<file path="config.mk">
export PLATFORM = sky130hd
export DESIGN_NAME = param_stack_fifo_flat
export DESIGN_NICKNAME = d
export VERILOG_FILES = /design/src/rtl/param_stack_fifo_if.sv /design/src/rtl/param_stack_fifo.sv /design/src/flat_wrapper.sv
export SDC_FILE = /design/constraint.sdc
export NUM_CORES = 1
export LEC_CHECK = 0
export ABC_AREA = 1
export CAP_MARGIN = 20
export CORE_MARGIN = 4
export CORE_UTILIZATION = 30
export DETAILED_ROUTE_END_ITERATION = 10
export GPL_ROUTABILITY_DRIVEN = 0
export PLACE_DENSITY_LB_ADDON = 0.3
export SETUP_SLACK_MARGIN = 0.1
export SLEW_MARGIN = 15
export SYNTH_ARGS = -nofsm -noshare
export SYNTH_HDL_FRONTEND = slang
export SYNTH_SLANG_ARGS = --single-unit
</file>
<file path="constraint.sdc">
create_clock -name clk -period 2.85 [get_ports clk]
set_input_delay 0.7125 -clock clk [delete_from_list [all_inputs] [get_ports clk]]
set_output_delay 0.7125 -clock clk [all_outputs]
set_load 0.02 [all_outputs]
</file>
<file path="src/rtl/param_stack_fifo_if.sv">
// Request/status bundle of param_stack_fifo: the producer/consumer side drives the
// master modport, the buffer sits on the slave modport.
interface param_stack_fifo_if #(
    parameter int unsigned DATA_WIDTH = 8,
    parameter int unsigned DEPTH      = 8
);
    localparam int unsigned CW = $clog2(DEPTH) + 1;

    logic                  read;
    logic                  write;
    logic [DATA_WIDTH-1:0] data_in;
    logic                  error_clr;
    logic [DATA_WIDTH-1:0] data_out;
    logic [CW-1:0]         count;
    logic                  full;
    logic                  empty;
    logic                  overflow;
    logic                  underflow;

    modport master (
        output read, write, data_in, error_clr,
        input  data_out, count, full, empty, overflow, underflow
    );

    modport slave (
        input  read, write, data_in, error_clr,
        output data_out, count, full, empty, overflow, underflow
    );
endinterface

</file>
<file path="src/rtl/param_stack_fifo.sv">
// RAM-backed buffer returning words in FIFO (MODE=0) or LIFO (MODE=1) order, with
// count/full/empty status, sticky overflow/underflow and optional edge-qualified requests.
module param_stack_fifo #(
    parameter int unsigned DATA_WIDTH  = 8,
    parameter int unsigned DEPTH       = 8,
    parameter int unsigned MODE        = 0,
    parameter int unsigned EDGE_DETECT = 1
) (
    input  logic                clk,
    input  logic                reset,
    param_stack_fifo_if.slave   bus
);
    localparam int unsigned AW = $clog2(DEPTH);
    localparam int unsigned CW = AW + 1;

    logic [DATA_WIDTH-1:0] mem [DEPTH];

    logic [AW-1:0]         wp_q, wp_d;
    logic [AW-1:0]         rp_q, rp_d;
    logic [CW-1:0]         count_q, count_d;
    logic [DATA_WIDTH-1:0] data_out_q, data_out_d;
    logic                  overflow_q, overflow_d;
    logic                  underflow_q, underflow_d;
    logic                  read_q, write_q;

    logic                  rd_req, wr_req;
    logic                  full, empty;
    logic                  both, wr_ok, rd_ok;
    logic [AW-1:0]         top_idx;
    logic                  mem_we;
    logic [AW-1:0]         mem_waddr;
    logic [DATA_WIDTH-1:0] mem_wdata;

    assign full  = (count_q == CW'(DEPTH));
    assign empty = (count_q == '0);

    always_comb begin
        rd_req      = (EDGE_DETECT != 0) ? (bus.read & ~read_q) : bus.read;
        wr_req      = (EDGE_DETECT != 0) ? (bus.write & ~write_q) : bus.write;
        // A read+write pair on a non-empty buffer is always taken, even when full.
        both        = rd_req & wr_req & ~empty;
        wr_ok       = wr_req & (~full | both);
        rd_ok       = rd_req & ~empty;
        top_idx     = count_q[AW-1:0] - AW'(1);

        wp_d        = wp_q;
        rp_d        = rp_q;
        count_d     = count_q;
        data_out_d  = data_out_q;
        mem_we      = 1'b0;
        mem_waddr   = wp_q;
        mem_wdata   = bus.data_in;

        if (MODE == 0) begin
            if (wr_ok) begin
                mem_we    = 1'b1;
                mem_waddr = wp_q;
                wp_d      = wp_q + AW'(1);
            end
            if (rd_ok) begin
                data_out_d = mem[rp_q];
                rp_d       = rp_q + AW'(1);
            end
        end else begin
            // Stack pointer is the count itself; a simultaneous pop+push replaces the top.
            if (wr_ok) begin
                mem_we    = 1'b1;
                mem_waddr = rd_ok ? top_idx : count_q[AW-1:0];
            end
            if (rd_ok) begin
                data_out_d = mem[top_idx];
            end
        end

        if (wr_ok && !rd_ok) begin
            count_d = count_q + CW'(1);
        end else if (rd_ok && !wr_ok) begin
            count_d = count_q - CW'(1);
        end

        overflow_d  = (overflow_q & ~bus.error_clr) | (wr_req & ~wr_ok);
        underflow_d = (underflow_q & ~bus.error_clr) | (rd_req & empty);
    end

    always_ff @(posedge clk) begin
        if (reset) begin
            wp_q        <= '0;
            rp_q        <= '0;
            count_q     <= '0;
            data_out_q  <= '0;
            overflow_q  <= 1'b0;
            underflow_q <= 1'b0;
            read_q      <= 1'b0;
            write_q     <= 1'b0;
        end else begin
            wp_q        <= wp_d;
            rp_q        <= rp_d;
            count_q     <= count_d;
            data_out_q  <= data_out_d;
            overflow_q  <= overflow_d;
            underflow_q <= underflow_d;
            read_q      <= bus.read;
            write_q     <= bus.write;
        end
    end

    always_ff @(posedge clk) begin
        if (!reset && mem_we) begin
            mem[mem_waddr] <= mem_wdata;
        end
    end

    assign bus.data_out  = data_out_q;
    assign bus.count     = count_q;
    assign bus.full      = full;
    assign bus.empty     = empty;
    assign bus.overflow  = overflow_q;
    assign bus.underflow = underflow_q;
endmodule
</file>
<file path="src/flat_wrapper.sv">
// flat-port wrapper written by rule: the top's interface ports become plain ports
module param_stack_fifo_flat 
#(
    parameter int unsigned DATA_WIDTH  = 8,
    parameter int unsigned DEPTH       = 8,
    parameter int unsigned MODE        = 0,
    parameter int unsigned EDGE_DETECT = 1
)
  (clk, reset, bus_read, bus_write, bus_data_in, bus_error_clr, bus_data_out, bus_count, bus_full, bus_empty, bus_overflow, bus_underflow);
  param_stack_fifo_if #(.DATA_WIDTH(DATA_WIDTH), .DEPTH(DEPTH)) bus_i ();
  input  logic clk;
  input  logic reset;
  input wire logic [$bits(bus_i.read)-1:0] bus_read;
  input wire logic [$bits(bus_i.write)-1:0] bus_write;
  input wire logic [$bits(bus_i.data_in)-1:0] bus_data_in;
  input wire logic [$bits(bus_i.error_clr)-1:0] bus_error_clr;
  output wire logic [$bits(bus_i.data_out)-1:0] bus_data_out;
  output wire logic [$bits(bus_i.count)-1:0] bus_count;
  output wire logic [$bits(bus_i.full)-1:0] bus_full;
  output wire logic [$bits(bus_i.empty)-1:0] bus_empty;
  output wire logic [$bits(bus_i.overflow)-1:0] bus_overflow;
  output wire logic [$bits(bus_i.underflow)-1:0] bus_underflow;
  assign bus_i.read = bus_read;
  assign bus_i.write = bus_write;
  assign bus_i.data_in = bus_data_in;
  assign bus_i.error_clr = bus_error_clr;
  assign bus_data_out = bus_i.data_out;
  assign bus_count = bus_i.count;
  assign bus_full = bus_i.full;
  assign bus_empty = bus_i.empty;
  assign bus_overflow = bus_i.overflow;
  assign bus_underflow = bus_i.underflow;
  param_stack_fifo #(.DATA_WIDTH(DATA_WIDTH), .DEPTH(DEPTH), .MODE(MODE), .EDGE_DETECT(EDGE_DETECT)) u_core (.clk(clk), .reset(reset), .bus(bus_i));
endmodule
</file>
# [Word-level counts from Yosys, hierarchy flattened]
# Memories as Yosys holds them, arrays and structs flattened. A register that Yosys moved wholly into a read port is not among the register bits.
# Cells that the tools add are included.
[word_totals] ff_bits=14 mem_bits_rw=64 input_bits=13 output_inout_bits=16 mem_count=1
[mem_list] memory="u_core.mem" depth=8 word_bits=8 rd=1 rd_ports_with_merged_regs=1 wr=1 line="param_stack_fifo.sv:16" text="logic [DATA_WIDTH-1:0] mem [DEPTH];"
[classes] addsub=4 eq_ne=1 muxes=5 bitwise=19 n_reduce_logical=8
[ops] operator="1-bit bitwise AND" n=10
[ops] operator="4-bit two-way mux" n=2
[ops] operator="3-bit by 1-bit adder with 3-bit output (second input constant)" n=2
[ops] operator="1-bit NOT" n=6
[ops] operator="4-bit by 1-bit adder with 4-bit output (second input constant)" n=1
[ops] operator="4-bit equality test (second input constant)" n=1
[ops] operator="4-bit logical NOT" n=1
[ops] operator="4-bit by 1-bit subtractor with 4-bit output (second input constant)" n=1
[ops] operator="1-bit logical AND" n=3
[ops] operator="1-bit logical NOT" n=3
[ops] operator="1-bit two-way mux" n=3
[ops] operator="1-bit OR" n=3
[ops] operator="2-bit nonzero test" n=1

# [Depth between registers and ports, before layout]
[depth] depth_word=10 mapped_depth=14

# [Worst setup path before layout]
# Ideal clock, no wire load.
[synth_timing] kind="input port to flip-flop" from="input port bus_read" to="register u_core.count_q[3] (netlist: u_core.bus.count[3])" arrival_time_ns=2.349 t_required_ns=2.780 path_slack_ns=0.432 stages=13 cell_sequence="inv_1 -> nor2_2 -> nand2_4 -> a21oi_4 -> ha_1 -> inv_1 -> ha_1 -> or2_2 -> nand2_1 -> nand3_1 -> nand2_1 -> nand2_1 -> a21oi_1"
[synth_between] elab_chain_cells=8
[synth_rtl] item="from (decl)" line="flat_wrapper.sv:13" text="input wire logic [$bits(bus_i.read)-1:0] bus_read;"
[synth_rtl] item="1-bit bitwise AND *" line="param_stack_fifo.sv:38" text="rd_req = (EDGE_DETECT != 0) ? (bus.read & ~read_q) : bus.read;"
[synth_rtl] item="1-bit bitwise AND (2 in series)" line="param_stack_fifo.sv:41" text="both = rd_req & wr_req & ~empty;"
[synth_rtl] item="1-bit OR" line="param_stack_fifo.sv:42" text="wr_ok = wr_req & (~full | both);"
[synth_rtl] item="1-bit bitwise AND" line="param_stack_fifo.sv:42"
[synth_rtl] item="1-bit logical NOT" line="param_stack_fifo.sv:77" text="end else if (rd_ok && !wr_ok) begin"
[synth_rtl] item="1-bit logical AND" line="param_stack_fifo.sv:77"
[synth_rtl] item="2-bit nonzero test (no source line)"
[synth_rtl] item="to (signal assigned)" line="param_stack_fifo.sv:98" text="count_q <= count_d;"
[synth_rtl] item="to (decl)" line="param_stack_fifo.sv:20" text="logic [CW-1:0] count_q, count_d;"
# Mark *: on every way between the ends. The rest lies on a longest branch, timed or not.
# A chain may end at the register's enable or synchronous reset.

# [Worst setup path in the final report]
[layout_timing] from="register u_core.count_q[0] (netlist: u_core.bus.count[0])" to="output port bus_full"
[layout_between] elab_chain_cells=1
[layout_rtl] item="4-bit equality test" line="param_stack_fifo.sv:34" text="assign full = (count_q == CW'(DEPTH));"
[layout_rtl] item="to (decl)" line="flat_wrapper.sv:19" text="output wire logic [$bits(bus_i.full)-1:0] bus_full;"
# No other way between the ends.

==> metrics.cfg <==
[die]
die_h_um=121
fp-row-count=41
die_x_um=121
initial_core_util_pct=30.6
core-area_sq_um=12600
dieArea_sq_um=14700
io_pins=29

[placed_design]
port_buffers=28
placed_area_sq_um=4350
hpwlAfterDp_mm=5.51
dp_slack_ns=-0.0280

[global_routing]
top_usage_layer=met2
met1_usage_pct=15.8
grt_max_degree=35
met3_usage_pct=2.52
grt_pass1_vias=2552
grt_use_total_pct=11.8
antenna_found_initial=0
grt-ovfl-total=0
grt_pass1_wl_mm=13.3
grt_util_met2_pct=19.0

[sta]
worst_pin_slew_ns=0.752
rsz0062_at_grt=no
skew_ns=0.0101
setup-violations-final=0
post-route-period-util_pct=88.5
slew_headroom_pct=49.8
timing.fmax_mhz=396
slew_violations=0
hold_viol=0
setup_slack_ns=0.327
min_period_ns=2.52
holdWs_ns=0.472

[run_status]
status=finished, final reports clean

[critical_path]
crit_path_end_kind=output port
cp-start-kind=flop
crit_start=u_core.bus.count[0]
path_delay_family=buffers and inverters
crit_type=flop to output port
max_stage_delay_ns=0.65
r2r-start=u_core.bus.count[0]
crit_arrival_ns=1.81
crit_end=bus_full
r2r_end=u_core.bus.count[3]
worst_r2r_path_depth=13
reg2reg_setup_slack_ns=0.68
slowest_stage=clkdlybuf4s50_1
crit_path_max_fanout=5
worstPathRequired_ns=2.14
crit_buf_inv=1
cp_cell_sequence=nor2_4, nand2_1, nor2_2, clkdlybuf4s50_1
crit_cells=4

[power]
powerDensity_nw_per_um2=795
p_leak_nw=1.91
vdd_drop_max_mv=0.271

[clock_tree]
clk_latency_ns=0.34
cts_buffers=9
cts_htree_levels=3
cts.sinks=86
cts_tree=done
postCtsSetupBuffers=0
cts.path.max_buffers=2
clk_pin_slew_ns=0.06
clock-root-buffer=clkbuf_16
cts_resized=0
hold_buffers=0

[drt]
firstDrtPassIters=4
drtAntennaViolNets=0
drc=0
drt-initial-drc-count=209
num_vias=2690
wl_per_cell_um=13.6
routed_wl_mm=8.30
drt-vias-per-instance=4.40

[worst_hold_path]
min_path_type=flop to flop

[logic_synthesis]
post-synth-top-count-cell=nand2_1
synth_edf_count=64
syn_area_sq_um=3840
synth_largest_area_cell=edfxtp_1
ys_seq_area_share_pct=61.5
async_flop_share_pct=0
synth_cells=392
synth-main-ff-cell=edfxtp_1
synthesis.nets=411
synthDistinctLibCells=27
synthTopCellsByCount=108 x nand2_1, 64 x edfxtp_1, 58 x inv_1
synth.top_cell.area_share_pct=50.0
synth.avg_cell_area_sq_um=9.80
synth_seq_cells=86
yosysWarnings=0
synthTopCellsByArea=edfxtp_1 50%, dfxtp_1 11%, nand2_1 11%, nand3_1 6.9%, inv_1 5.7%

[layout]
fin_nets=453
area_delta_synth_final_pct=21.0
n_fill_cell=1254
drive_gt1_share_pct=13.2
diodes=0
design_area_sq_um=4650
finish.utilization_pct=37.0

[job]
drv_cap=0

[cell usage in the layout (no fill, tap or decap), types with 3 or more instances in the layout]
master           instances
nand2_1                108
edfxtp_1                64
inv_1                   58
nand3_1                 53
clkdlybuf4s50_1         28
dfxtp_1                 22
nor2_1                  19
buf_4                   17
a21oi_1                  9
clkbuf_16                9
nor2_2                   7
a21oi_2                  6
inv_2                    5
o21ai_0                  5
ha_1                     5
clkinv_1                 3
clkinv_4                 3
[registers in the layout, indices dropped and copies added (netlist names)]
signal / cells
u_core.bus.underflow: 1
u_core.bus.data_out: 8
u_core.bus.count: 4
u_core.rp_q: 3
u_core.write_q: 1
u_core.bus.overflow: 1
u_core.read_q: 1
u_core.mem: 64
u_core.mem_waddr: 3
[tightest hold or removal path, cell delays in order, from the launching register on]
cell	delay, ns
dfxtp_1	0.31
nand2_1	0.06
a21oi_1	0.05
[per-stage QoR]
step | setup TNS, ns | instances | power (mW)
finish | 0 | 611 | 3.69
CTS | 0 | 611 | 3.73
floorplan | 0 | 392 | 2.26
global placement | 0 | 595 | 2.54
global route | 0 | 611 | 3.90
detailed placement | -0.0280 | 595 | 2.56
[kinds of logic (layout without fill, tap and decap cells)]
group / Yosys count / after routing / share of synthesized area, %
xor gates and xnor gates: 2 / 2 / 0.456
AOI/OAI and AO/OA: 21 / 21 / 3.62
DFF: 86 / 86 / 61.5
adders and majority gates: 6 / 6 / 2.15
buffers and inverters: 80 / 127 / 9.55
and+or+nand+nor: 197 / 197 / 22.7
[worst min path at each step]
stage / depth (start not counted) / endpoint / from / slack, ns
2_1_floorplan: 2 / u_core.mem_waddr[0] / u_core.mem_waddr[0] / 0.51
3_3_place_gp: 2 / u_core.bus.underflow / u_core.bus.underflow / 0.46
3_5_place_dp: 2 / u_core.bus.underflow / u_core.bus.underflow / 0.47
4_1_cts: 2 / u_core.bus.underflow / u_core.bus.underflow / 0.47
5_1_grt: 2 / u_core.bus.data_out[3] / u_core.bus.data_out[3] / 0.50
6_report: 2 / u_core.bus.underflow / u_core.bus.underflow / 0.47
[layer usage]
layer / up-vias / wire length (um)
met3: 8 / 355
met5: - / 0
met2: 52 / 3990
met4: 0 / 116
li1: 1346 / -
met1: 1284 / 3840
[cell type report]
class / instances / area [sq um] / area share (%)
Clock inverter: 7 / 73.8 / 1.59
Sequential cell: 86 / 2360 / 50.8
Inverter: 66 / 250 / 5.39
Timing Repair Buffer: 45 / 408 / 8.78
Clock buffer: 9 / 225 / 4.85
Tap cell: 172 / 215 / 4.63
Multi-Input combinational cell: 226 / 1110 / 23.9
[where the power goes]
part           leakage (nW)  total [mW]  internal, mW  switching, mW
logic                  1.00       0.993         0.387          0.606
clock network         0.147        1.16         0.682          0.482
registers             0.758        1.54          1.44          0.103
(Power assumes the default switching activity.)
